File: src/rtl/secded_pkg.sv
// Shared definitions for the SECDED (extended Hamming) decoder.
// Holds the result-status encoding and the constant functions that size
// the codeword and locate data bits inside it.
package secded_pkg;

    typedef enum logic [1:0] {
        ST_OK   = 2'b00,  // clean word
        ST_CORR = 2'b01,  // single-bit error corrected
        ST_DBL  = 2'b10,  // double-bit error detected
        ST_INV  = 2'b11   // odd parity but syndrome points outside the word
    } status_t;

    // Number of Hamming check bits R: smallest R with 2^R >= data_w + R + 1.
    function automatic int secded_calc_r(input int data_w);
        int r;
        r = 1;
        for (int k = 0; k < 8; k++) begin
            if ((1 << r) < (data_w + r + 1)) begin
                r = r + 1;
            end
        end
        return r;
    endfunction

    // Hamming position (1-based) holding data bit j. Data bits fill the
    // non-power-of-two positions in ascending order.
    function automatic int secded_data_pos(input int j);
        int cnt;
        int res;
        cnt = 0;
        res = 0;
        for (int i = 1; i < 128; i++) begin
            if ((i & (i - 1)) != 0) begin
                if (cnt == j) begin
                    res = i;
                end
                cnt = cnt + 1;
            end
        end
        return res;
    endfunction

endpackage

File: src/rtl/module_sindrome_secded.sv
// Purpose: combinational syndrome and overall-parity generator for a SECDED codeword.
// Latency: 0 cycles (pure combinational).
// Backpressure: none; the caller registers the result.
// Ports: codeword (CW bits, bit 0 = overall parity) -> sindrome (R bits), parity (1 bit).
module module_sindrome_secded #(
    parameter int CW = 13,
    parameter int R  = 4
) (
    input  logic [CW-1:0] codeword,
    output logic [R-1:0]  sindrome,
    output logic          parity
);

    // Syndrome is the XOR of the Hamming indices of every set bit; bit 0
    // (overall parity) has index 0 and so never contributes.
    always_comb begin
        sindrome = '0;
        for (int i = 1; i < CW; i++) begin
            if (codeword[i]) begin
                sindrome = sindrome ^ R'(i);
            end
        end
    end

    assign parity = ^codeword;

endmodule

File: src/rtl/module_decodificador_secded.sv
// Purpose: two-stage SECDED decoder with valid/ready handshakes and optional error counters.
// Latency: 2 cycles from input handshake to out_valid; one word per cycle while out_ready=1.
// Backpressure: out_ready low stalls both stages; in_ready drops once stage 1 is full and cannot advance.
// Ports: clk, rst_n (async active-low); in_valid/in_ready/in_codeword; out_valid/out_ready,
//        out_data, out_status, out_sindrome, out_err_pos; clr_cnt, cnt_corr, cnt_dbl.
// Build option: define SECDED_STATS_EN to implement the cnt_corr/cnt_dbl counters;
//               otherwise they read 0 and clr_cnt is ignored.
module module_decodificador_secded
    import secded_pkg::*;
#(
    parameter int DATA_W = 8,
    parameter int CNT_W  = 16,
    localparam int R     = secded_calc_r(DATA_W),
    localparam int CW    = DATA_W + R + 1
) (
    input  logic              clk,
    input  logic              rst_n,
    input  logic              in_valid,
    output logic              in_ready,
    input  logic [CW-1:0]     in_codeword,
    output logic              out_valid,
    input  logic              out_ready,
    output logic [DATA_W-1:0] out_data,
    output logic [1:0]        out_status,
    output logic [R-1:0]      out_sindrome,
    output logic [R-1:0]      out_err_pos,
    input  logic              clr_cnt,
    output logic [CNT_W-1:0]  cnt_corr,
    output logic [CNT_W-1:0]  cnt_dbl
);

    localparam logic [R-1:0] MAX_POS = R'(CW - 1);

    // ---------------- stage 1: syndrome / parity ----------------
    logic [R-1:0]  sind_c;
    logic          par_c;
    logic          s1_valid;
    logic [CW-1:0] s1_cw;
    logic [R-1:0]  s1_sind;
    logic          s1_par;
    logic          advance;

    module_sindrome_secded #(
        .CW (CW),
        .R  (R)
    ) u_sindrome (
        .codeword (in_codeword),
        .sindrome (sind_c),
        .parity   (par_c)
    );

    // Both stages move together whenever the output register is free or draining.
    assign advance  = !out_valid || out_ready;
    assign in_ready = !s1_valid || advance;

    always_ff @(posedge clk or negedge rst_n) begin
        if (!rst_n) begin
            s1_valid <= 1'b0;
            s1_cw    <= '0;
            s1_sind  <= '0;
            s1_par   <= 1'b0;
        end else if (in_ready) begin
            s1_valid <= in_valid;
            if (in_valid) begin
                s1_cw   <= in_codeword;
                s1_sind <= sind_c;
                s1_par  <= par_c;
            end
        end
    end

    // ---------------- correction / classification ----------------
    status_t           st_c;
    logic [R-1:0]      pos_c;
    logic [CW-1:0]     cw_fix;
    logic [DATA_W-1:0] data_raw;
    logic [DATA_W-1:0] data_fix;

    always_comb begin
        st_c   = ST_OK;
        pos_c  = '0;
        cw_fix = s1_cw;
        if (!s1_par) begin
            st_c = (s1_sind == '0) ? ST_OK : ST_DBL;
        end else if (s1_sind <= MAX_POS) begin
            // Odd parity with an in-range syndrome: single error at that
            // position (syndrome 0 means p0 itself flipped).
            st_c  = ST_CORR;
            pos_c = s1_sind;
            for (int i = 0; i < CW; i++) begin
                if (R'(i) == s1_sind) begin
                    cw_fix[i] = ~s1_cw[i];
                end
            end
        end else begin
            st_c = ST_INV;
        end
    end

    for (genvar j = 0; j < DATA_W; j++) begin : g_extract
        assign data_raw[j] = s1_cw[secded_data_pos(j)];
        assign data_fix[j] = cw_fix[secded_data_pos(j)];
    end

    // ---------------- stage 2: output register ----------------
    always_ff @(posedge clk or negedge rst_n) begin
        if (!rst_n) begin
            out_valid    <= 1'b0;
            out_data     <= '0;
            out_status   <= 2'b00;
            out_sindrome <= '0;
            out_err_pos  <= '0;
        end else if (advance) begin
            out_valid <= s1_valid;
            if (s1_valid) begin
                out_data     <= (st_c == ST_CORR) ? data_fix : data_raw;
                out_status   <= st_c;
                out_sindrome <= s1_sind;
                out_err_pos  <= pos_c;
            end
        end
    end

    // ---------------- error statistics ----------------
`ifdef SECDED_STATS_EN
    logic out_hs;
    assign out_hs = out_valid && out_ready;

    // Saturating counters; a clear wins over a same-cycle increment.
    always_ff @(posedge clk or negedge rst_n) begin
        if (!rst_n) begin
            cnt_corr <= '0;
            cnt_dbl  <= '0;
        end else if (clr_cnt) begin
            cnt_corr <= '0;
            cnt_dbl  <= '0;
        end else if (out_hs) begin
            if (out_status == ST_CORR && cnt_corr != '1) begin
                cnt_corr <= cnt_corr + 1'b1;
            end
            if (out_status[1] && cnt_dbl != '1) begin
                cnt_dbl <= cnt_dbl + 1'b1;
            end
        end
    end
`else
    logic unused_clr_cnt;
    assign unused_clr_cnt = clr_cnt;
    assign cnt_corr       = '0;
    assign cnt_dbl        = '0;
`endif

endmodule

File: config.mk
export PLATFORM = sky130hd
export DESIGN_NAME = module_decodificador_secded
export DESIGN_NICKNAME = d
export VERILOG_FILES = /design/src/rtl/secded_pkg.sv /design/src/rtl/module_sindrome_secded.sv /design/src/rtl/module_decodificador_secded.sv
export SDC_FILE = /design/constraint.sdc
export NUM_CORES = 1
export LEC_CHECK = 0
export ABC_AREA = 1
export BUFFER_PORTS_ARGS = -buffer_cell sky130_fd_sc_hd__buf_2
export CORE_AREA = 5 5 84 86
export DETAILED_ROUTE_END_ITERATION = 7
export DIE_AREA = 0 0 89 91
export GPL_ROUTABILITY_DRIVEN = 0
export PLACE_DENSITY_LB_ADDON = 0.12
export REMOVE_ABC_BUFFERS = 1
export SLEW_MARGIN = 20
export SYNTH_ARGS = -nofsm -noshare
export SYNTH_HDL_FRONTEND = slang
export SYNTH_HIERARCHICAL = 1
export SYNTH_SLANG_ARGS = --single-unit
export TNS_END_PERCENT = 30
File: constraint.sdc
create_clock -name clk -period 1 [get_ports clk]
set_input_delay 0.2 -clock clk [delete_from_list [all_inputs] [get_ports clk]]
set_output_delay 0.2 -clock clk [all_outputs]
set_load 0.005 [all_outputs]
==> out/qor.yml, run 1 <==
routing:
  vias_per_cell: 4.14
  drc_errors: 0
  wl_mm: 4.79
  dr_total_vias: 1782
  drtIter0Drc: 61
  ant_nets: 0
  wl_per_cell_um: 11.1
  drt_pass1_iterations: 4
placed_design:
  dp.cells: 413
  hpwl_mm: 3.37
  dpl_cell_area_um2: 2410
  numPortBuffers: 36
worst_setup_path:
  crit_slowest_cell: "dfrtp_1"
  crit_arrival_ns: 0.97
  cp_common_cell: "buf_6"
  slowest_delay_ns: 0.38
  worst-setup-path-type: "flop to output pin"
  crit_start: "out_valid$_DFFE_PN0P_"
  crit_fanout: 2
  crit_path_start_kind: "flop"
  rr_endpoint: "out_status[1]$_DFFE_PN0P_"
  r2r_cells: 6
  cp_cell_sequence: "nand3_2 -> buf_6 -> buf_6"
  r2r_slack_ns: -0.14
  timing.rr.start: "out_valid$_DFFE_PN0P_"
  cp-end-kind: "output pin"
  crit_end: "in_ready"
  required_ns: 0.80
grt:
  grt_antenna_before_repair: 0
  grt_pass1_wl_mm: 7.52
  grt_start_max_net_pins: 34
  overflow: 0
  grt_pass1_vias: 1637
  grtUsageTotal_pct: 12.0
floorplanning:
  coreArea_um2: 6200
  die_w_um: 89
  die_y_um: 91
  pin_count: 70
  start_util_pct: 33.7
  rows: 29
  die_area_um2: 8100
final_layout:
  seqCellArea_um2: 830
  postLayoutCellArea_um2: 2810
  multi_input_area_um2: 1150
  fillers: 635
  drive_above_1_share_pct: 38.2
  fin_cells: 430
  antenna_cells: 0
  synthToLayoutAreaGrowth_pct: 34.2
  nets: 371
  post-route-util_pct: 45.2
sta:
  finalCriticalPeriod_ns: 1.17
  rsz0062_at_grt: "true"
  max_freq_mhz: 852
  slew_viol_final: 0
  finClkSkew_ns: 0.00380
  hold_viol: 0
  fin_ws_ns: -0.173
  setup_tns_ns: -3.67
  period_share_pct: 117
  setup_viol_count_final: 35
clock_tree:
  clockBufferDepth: 2
  cts.clk_slew.worst_paths_ns: 0.06
  cts_tree: "built"
  clock_sinks: 33
  root_buffer: "clkbuf_8"
  h-tree-depth: 2
  clk_latency_ns: 0.28
  cts_buffers: 5
power_and_ir_drop:
  p_leak_nw: 1.50
  finalPower_mw: 4.94
  ir_drop_mv: 0.868
  powerDensity_nw_per_um2: 1760
logic_synthesis:
  ys_ff_latch: 33
  yosysSeqAreaShare_pct: 39.5
  yosysWarnings: 6
  synth.cell_area_um2: 2090
  synthCells: 281
  synthDistinctLibCells: 23
  avgSynthCellArea_um2: 7.44
outcome:
  outcome: "complete, but fails checks"
  violations: "setup timing"
hold_path:
  min_path_type: "primary input to flop"
job:
  cap_violations: 0
## where the power goes
part | switching (mW) | internal (mW)
combinational | 1.05 | 0.938
sequential | 0.244 | 1.71
clock | 0.454 | 0.545
total | 1.75 | 3.19
## cells in the final DEF, fill, tap and decap left out, types with 2 or more instances in the layout
cell type	netlist	layout
a21oi_1	8	7
a21oi_2	6	7
buf_12	0	4
buf_2	2	35
buf_4	33	23
buf_6	1	3
clkbuf_16	0	2
clkbuf_8	0	6
conb_1	1	32
dfrtp_1	33	30
dfrtp_2	0	3
inv_1	21	21
inv_2	8	7
nand2_1	93	89
nand2_2	10	12
nand2_4	2	2
nand2_8	0	5
nand3_1	19	17
nand3_2	1	3
nor2_1	19	6
nor2_2	6	15
nor2_4	1	5
o21ai_1	7	6
xnor2_1	3	3
xor2_1	4	4
## how the worst min path moves through the flow
stage                          startpoint                          end  slack, ns  depth (start not counted)
after floorplan                     rst_n      out_data[0]$_DFFE_PN0P_       -0.1                          0
after global placement              rst_n  out_sindrome[1]$_DFFE_PN0P_       0.17                          2
after detailed placement            rst_n  out_sindrome[1]$_DFFE_PN0P_       0.17                          2
after CTS                 in_codeword[12]        s1_cw[12]$_DFFE_PN0P_       0.20                          3
after global routing      in_codeword[12]        s1_cw[12]$_DFFE_PN0P_       0.23                          3
final                     in_codeword[12]        s1_cw[12]$_DFFE_PN0P_       0.21                          3
## state kept, by name, summed over array words and instances, names as in the netlist
| name | count |
|---|---|
| out_data | 8 |
| out_sindrome | 4 |
| s1_cw | 8 |
| out_status | 2 |
| s1_sind | 4 |
| out_err_pos | 4 |
| s1_par | 1 |
| s1_valid | 1 |
| out_valid | 1 |
## per-stage QoR
step / worst slack (ns) / hold slack, ns
6_report: -0.173 / 0.206
2_1_floorplan: -0.150 / -0.0956
3_5_place_dp: -0.254 / 0.174
5_1_grt: -0.221 / 0.225
3_3_place_gp: -0.232 / 0.171
4_1_cts: -0.172 / 0.204
## cell type report
type / count / share of cell area, %
Tap cell: 77 / 3.43
Sequential cell: 33 / 29.6
Inverter: 30 / 4.28
Multi-Input combinational cell: 215 / 41.1
Timing Repair Buffer: 68 / 18.6
Clock buffer: 7 / 3.08
## cells by family (layout without fill, tap and decap cells)
kind of cell | count (synthesis) | count (layout) | synth area share (%)
simple gates | 151 | 154 | 31.5
buf+inv | 67 | 105 | 19.0
flops | 33 | 33 | 39.5
compound gates | 21 | 21 | 6.10
xor+xnor | 8 | 8 | 3.71
other cells | 1 | 32 | 0.179
## what timing repair did
item                                   in CTS  in global routing
resized for setup                          22                 25
setup endpoints to repair                  39                 52
pin swaps                                   2                  3
endpoints found under the hold margin      33                  0
hold buffers                                1                  0
cloned                                      1                  4
buffers inserted                            3                  1
## cell usage after synthesis
library cell,number,area [um2]
xnor2_1,3,26.3
a21oi_1,8,40.0
o21ai_1,7,35.0
buf_6,1,11.3
nand2_1,93,349
inv_1,21,78.8
dfrtp_1,33,826
conb_1,1,3.75
nor2_1,19,71.3
buf_2,2,10.0
xnor2_2,1,16.3
buf_8,1,15.0
clkinv_1,1,3.75
a21oi_2,6,52.6
inv_2,8,30.0
nand2_2,10,62.6
nand3_2,1,10.0
nand2_4,2,22.5
nor2_4,1,11.3
buf_4,33,248
xor2_1,4,35.0
nor2_2,6,37.5
nand3_1,19,95.1
## critical path, delay by kind of cell, from the launching register on
kind | cells | cell delay [ns]
buffers and inverters | 2 | 0.23
flip-flops | 1 | 0.38
AND/OR/NAND/NOR | 1 | 0.09
## metal layers
| metal | up-vias | routed length (um) | GRT usage (%) |
|---|---|---|---|
| met5 | - | 0 | 0 |
| met4 | 0 | 60 | 4.47 |
| met3 | 5 | 334 | 2.90 |
| met2 | 53 | 2230 | 18.4 |
| met1 | 781 | 2160 | 16.2 |
| li1 | 943 | - | - |
(Power assumes the default switching activity.)
==> inputs of run 2 (changes only) <==
- MAX_ROUTING_LAYER: not set -> met4
==> run 2 against run 1 <==
The flow still finishes with violations (setup timing). Sequential cell count unchanged. Non-clock buffer count unchanged. Worst hold slack got worse by 0.0040 ns. Fmax down 0.38%. Critical endpoint unchanged. Highest routed layer unchanged.
==> out/qor.yml, run 2 (same netlist as run 1, synthesis figures left out) <==
final_layout:
  seqCellArea_um2: 830
  final_cell_mix: "nand2_1, buf_2, conb_1, dfrtp_1, buf_4"
  fin_cells: 430
  postLayoutCellArea_um2: 2800
  post-route-util_pct: 45.1
  drive_above_1_share_pct: 38.0
  reg.largest.list: "out_data (8), s1_cw (8)"
  antenna_cells: 0
  multi_input_area_um2: 1150
  mostFrequentLayoutCell: "nand2_1"
  synthToLayoutAreaGrowth_pct: 33.8
  fillers: 633
  nets: 371
clock_tree:
  clockBufferDepth: 2
  cts_buffers: 5
  clk_latency_ns: 0.28
  h-tree-depth: 2
  cts_tree: "built"
  cts.clk_slew.worst_paths_ns: 0.06
  root_buffer: "clkbuf_8"
  clock_sinks: 33
worst_setup_path:
  crit_path_start_kind: "flop"
  path_delay_family: "flip-flops"
  cp_cell_sequence: "nand3_2 -> buf_6 -> buf_6"
  rr_endpoint: "out_data[1]$_DFFE_PN0P_"
  cp_common_cell: "buf_6"
  slowest_delay_ns: 0.38
  cp-end-kind: "output pin"
  crit_arrival_ns: 0.98
  cp.buffers_inverters: 2
  timing.rr.start: "out_valid$_DFFE_PN0P_"
  worst-setup-path-type: "flop to output pin"
  crit_fanout: 2
  r2r_cells: 7
  required_ns: 0.80
  r2r_slack_ns: -0.14
  crit_slowest_cell: "dfrtp_1"
placed_design:
  dp.cells: 413
  dpl_cell_area_um2: 2410
  numPortBuffers: 36
  hpwl_mm: 3.37
grt:
  overflow: 0
  grtUsageTotal_pct: 12.2
  gr-usage-met1_pct: 16.1
  busiest_layer: "met2"
  grt_use_met3_pct: 2.62
  grt_pass1_vias: 1641
  grt_pass1_wl_mm: 7.49
  use_met2_pct: 18.5
  grt_start_max_net_pins: 34
  grt_antenna_before_repair: 0
sta:
  max_freq_mhz: 849
  finalCriticalPeriod_ns: 1.18
  finClkSkew_ns: 0.00268
  hold_viol: 0
  period_share_pct: 118
  timing.hold.ws_ns: 0.202
  rsz0062_at_grt: "true"
  setup_tns_ns: -3.61
  setup_viol_count_final: 36
  slew_viol_final: 0
  fin_ws_ns: -0.178
hold_path:
  worstHoldStart: "in_codeword[12]"
  hold_path_depth: 3
  min_to: "s1_cw[12]$_DFFE_PN0P_"
  min_path_type: "primary input to flop"
routing:
  drt_pass1_iterations: 4
  vias_per_cell: 4.14
  drtIter0Drc: 49
  ant_nets: 0
  drc_errors: 0
  dr_total_vias: 1780
  wl_per_cell_um: 11.1
  wl_mm: 4.79
power_and_ir_drop:
  powerDensity_nw_per_um2: 1760
  p_leak_nw: 1.50
  ir_drop_mv: 0.785
floorplanning:
  rows: 29
  coreArea_um2: 6200
  die_y_um: 91
  die_w_um: 89
  start_util_pct: 33.7
  die_area_um2: 8100
  pin_count: 70
outcome:
  violations: "setup timing"
  outcome: "complete, but fails checks"
job:
  cap_violations: 0
==> run 2: tightest hold or removal path, cell delays in order <==
cell     delay [ns]
buf_2          0.12
nor2_2         0.05
a21oi_2        0.08
==> run 2: power breakdown <==
part / total, mW / internal, mW / leakage [nW] / switching (mW)
Sequential: 1.95 / 1.71 / 0.383 / 0.242
Clock: 1.01 / 0.545 / 0.0443 / 0.461
Combinational: 1.98 / 0.932 / 1.07 / 1.05
==> run 2: what timing repair did <==
item	CTS	global route
hold buffers	1	0
pin swaps	2	2
endpoints found under the setup margin	39	52
buffers inserted	3	1
endpoints found under the hold margin	33	0
resized for setup	22	22
cloned	1	4
==> run 2: through the flow <==
step	total power [mW]	setup WS, ns
after floorplan	2.83	-0.150
after global placement	3.61	-0.232
after detailed placement	3.63	-0.254
after CTS	4.82	-0.172
after global routing	5.34	-0.216
final	4.94	-0.178
==> run 2: worst max-delay path by stage <==
stage,cells after the start,end,from,slack [ns]
3_3_place_gp,9,s1_par$_DFFE_PN0P_,in_codeword[11],-0.23
2_1_floorplan,5,out_err_pos[0]$_DFFE_PN0P_,out_valid$_DFFE_PN0P_,-0.15
4_1_cts,3,in_ready,out_valid$_DFFE_PN0P_,-0.17
3_5_place_dp,9,s1_par$_DFFE_PN0P_,in_codeword[11],-0.25
6_report,3,in_ready,out_valid$_DFFE_PN0P_,-0.18
5_1_grt,3,in_ready,out_valid$_DFFE_PN0P_,-0.22
==> run 2: final cells by class <==
class | count | area share (%)
inverter | 30 | 4.20
tap | 77 | 3.44
multi-input combinational | 215 | 41.1
timing repair buffer | 68 | 18.5
clock buffer | 7 | 3.09
sequential | 33 | 29.7
==> run 2: routing by layer <==
layer / wire length, um / up-vias
li1: - / 940
met1: 2200 / 780
met2: 2200 / 53
met3: 316 / 7
met4: 74 / 0
met5: 0 / -
==> inputs of run 3 (changes only) <==
- CORE_AREA: 5 5 84 86 -> 5 5 81 83
- DIE_AREA: 0 0 89 91 -> 0 0 86 88
- SYNTH_HIERARCHICAL: 1 -> not set
==> run 3 against run 2 <==
The flow still finishes with violations (setup timing). Sequential cell count did not move. Total power fell by 7.6%. Clock power barely moved. Critical path type unchanged. Critical endpoint unchanged. Largest cell class unchanged. Highest routed layer unchanged.
==> out/qor.yml, run 3 <==
final_layout:
  drive_above_1_share_pct: 35.2
  mostFrequentLayoutCell: "nand2_1"
  nets: 348
  final_cell_mix: "nand2_1, buf_2, conb_1, buf_4, dfrtp_1"
  antenna_cells: 0
  postLayoutCellArea_um2: 2600
  fin_cells: 405
  synthToLayoutAreaGrowth_pct: 34.9
  reg.largest.list: "out_data (8), s1_cw (8)"
outcome:
  outcome: "complete, but fails checks"
  violations: "setup timing"
logic_synthesis:
  netlist_top_cells_area: "dfrtp_1, nand2_1, buf_4"
  ys_ff_latch: 33
  synthCells: 251
  yosysWarnings: 0
  synthDistinctLibCells: 24
  synth_top_area_share_pct: 42.8
  synth.cell_area_um2: 1930
  post-synth-top-count-cell: "nand2_1"
  synth_area_leader_cell: "dfrtp_1"
  yosysSeqAreaShare_pct: 42.8
  ys.flop_type: "dfrtp_1"
  synth_edf_count: 0
  synth.top_cells.by_count: "nand2_1, dfrtp_1, buf_4"
  synthArstFlopShare_pct: 100
  avgSynthCellArea_um2: 7.69
placed_design:
  numPortBuffers: 36
  dp.cells: 389
  dpl_cell_area_um2: 2310
  hpwl_mm: 3.17
worst_setup_path:
  r2r_slack_ns: -0.24
  cp-end-kind: "output pin"
  timing.rr.start: "out_valid$_DFFE_PN0P_"
  rr_endpoint: "out_status[1]$_DFFE_PN0P_"
  crit_arrival_ns: 1.06
  worst-setup-path-type: "flop to output pin"
  r2r_cells: 6
  crit_fanout: 2
  required_ns: 0.80
  crit_path_start_kind: "flop"
routing:
  wl_per_cell_um: 10.6
  drt_pass1_iterations: 4
  ant_nets: 0
  drc_errors: 0
  vias_per_cell: 4.05
  dr_total_vias: 1640
  drtIter0Drc: 67
  wl_mm: 4.29
power_and_ir_drop:
  powerDensity_nw_per_um2: 1750
  finalPower_mw: 4.56
  p_leak_nw: 1.41
  ir_drop_mv: 0.913
clock_tree:
  cts_tree: "built"
  cts_buffers: 5
  h-tree-depth: 2
  root_buffer: "clkbuf_8"
  cts.clk_slew.worst_paths_ns: 0.06
  clk_latency_ns: 0.28
  clock_sinks: 33
  clockBufferDepth: 2
sta:
  timing.hold.ws_ns: 0.205
  finClkSkew_ns: 0.00165
  hold_viol: 0
  max_freq_mhz: 794
  setup_viol_count_final: 35
  fin_ws_ns: -0.260
  period_share_pct: 126
  finalCriticalPeriod_ns: 1.26
  slew_viol_final: 0
  setup_tns_ns: -5.65
  rsz0062_at_grt: "true"
floorplanning:
  pin_count: 70
  die_area_um2: 7570
  start_util_pct: 33.4
  die_y_um: 88
  rows: 28
  die_w_um: 86
  coreArea_um2: 5780
hold_path:
  hold_path_depth: 4
  min_path_type: "primary input to flop"
  worstHoldStart: "out_ready"
  min_to: "out_valid$_DFFE_PN0P_"
grt:
  grt_pass1_wl_mm: 6.93
  grt_antenna_before_repair: 0
  grt_start_max_net_pins: 34
  overflow: 0
  grt_pass1_vias: 1589
  grtUsageTotal_pct: 12.0
job:
  cap_violations: 0
[run 3: cell count changes in the layout (fill, tap and decap cells not counted), sizes merged, moves of 4 or more]
cell   delta
nand3    -12
o21ai    +15
xnor2     +4
buf      +11
a21oi    -13
inv       -5
nor2     -17
nand2    -12
[run 3: cell families after synthesis]
kind of cell,count (synthesis),synth area share (%)
DFF,33,42.8
xor gates and xnor gates,14,6.36
and+or+nand+nor,116,24.8
buffers and inverters,61,18.5
other,1,0.194
AOI/OAI and AO/OA,26,7.26
[run 3: worst max-delay path by stage]
| stage | startpoint | end | slack (ns) | cells past startpoint |
|---|---|---|---|---|
| after floorplan | out_valid$_DFFE_PN0P_ | out_err_pos[3]$_DFFE_PN0P_ | -0.40 | 5 |
| after global placement | out_valid$_DFFE_PN0P_ | s1_sind[2]$_DFFE_PN0P_ | -0.13 | 6 |
| after detailed placement | in_codeword[3] | s1_sind[0]$_DFFE_PN0P_ | -0.15 | 8 |
| after CTS | out_valid$_DFFE_PN0P_ | in_ready | -0.24 | 4 |
| after global routing | out_valid$_DFFE_PN0P_ | out_status[1]$_DFFE_PN0P_ | -0.30 | 7 |
| final | out_valid$_DFFE_PN0P_ | in_ready | -0.26 | 4 |
[run 3: what timing repair did]
action,4_1_cts,5_1_grt
endpoints found under the setup margin,39,53
pin swaps,2,2
setup buffers,3,2
hold buffers,1,0
gates cloned,3,0
resized for setup,24,22
hold endpoints to repair,33,0
[run 3: area by class of cell]
class	instances	area, um2
Inverter	24	95.1
Clock buffer	7	86.3
Timing Repair inverter	1	7.51
Timing Repair Buffer	77	539
Tap cell	75	93.8
Fill cell	620	3180
Multi-Input combinational cell	188	951
Sequential cell	33	830
[run 3: where the power goes]
group	internal, mW	switching [mW]
Sequential	1.68	0.242
Clock	0.545	0.451
Combinational	0.823	0.814
[run 3: stage by stage]
stage                     worst slack [ns]  util, %
after floorplan                     -0.400        -
after global placement              -0.126     40.0
after detailed placement            -0.152     40.0
after CTS                           -0.243     43.6
after global routing                -0.303     45.0
final                               -0.260     45.0
[run 3: critical path: stages (launching register included)]
cell,delay [ns]
dfrtp_1,0.37
buf_6,0.12
nand3_4,0.06
buf_6,0.12
buf_6,0.10
[run 3: metal layers]
| layer | part of all wire [%] | GRT usage (%) |
|---|---|---|
| met5 | 0 | - |
| met2 | 46 | 19.0 |
| met3 | 6.1 | 2.35 |
| met4 | 1.9 | 5.61 |
| met1 | 45 | 14.7 |
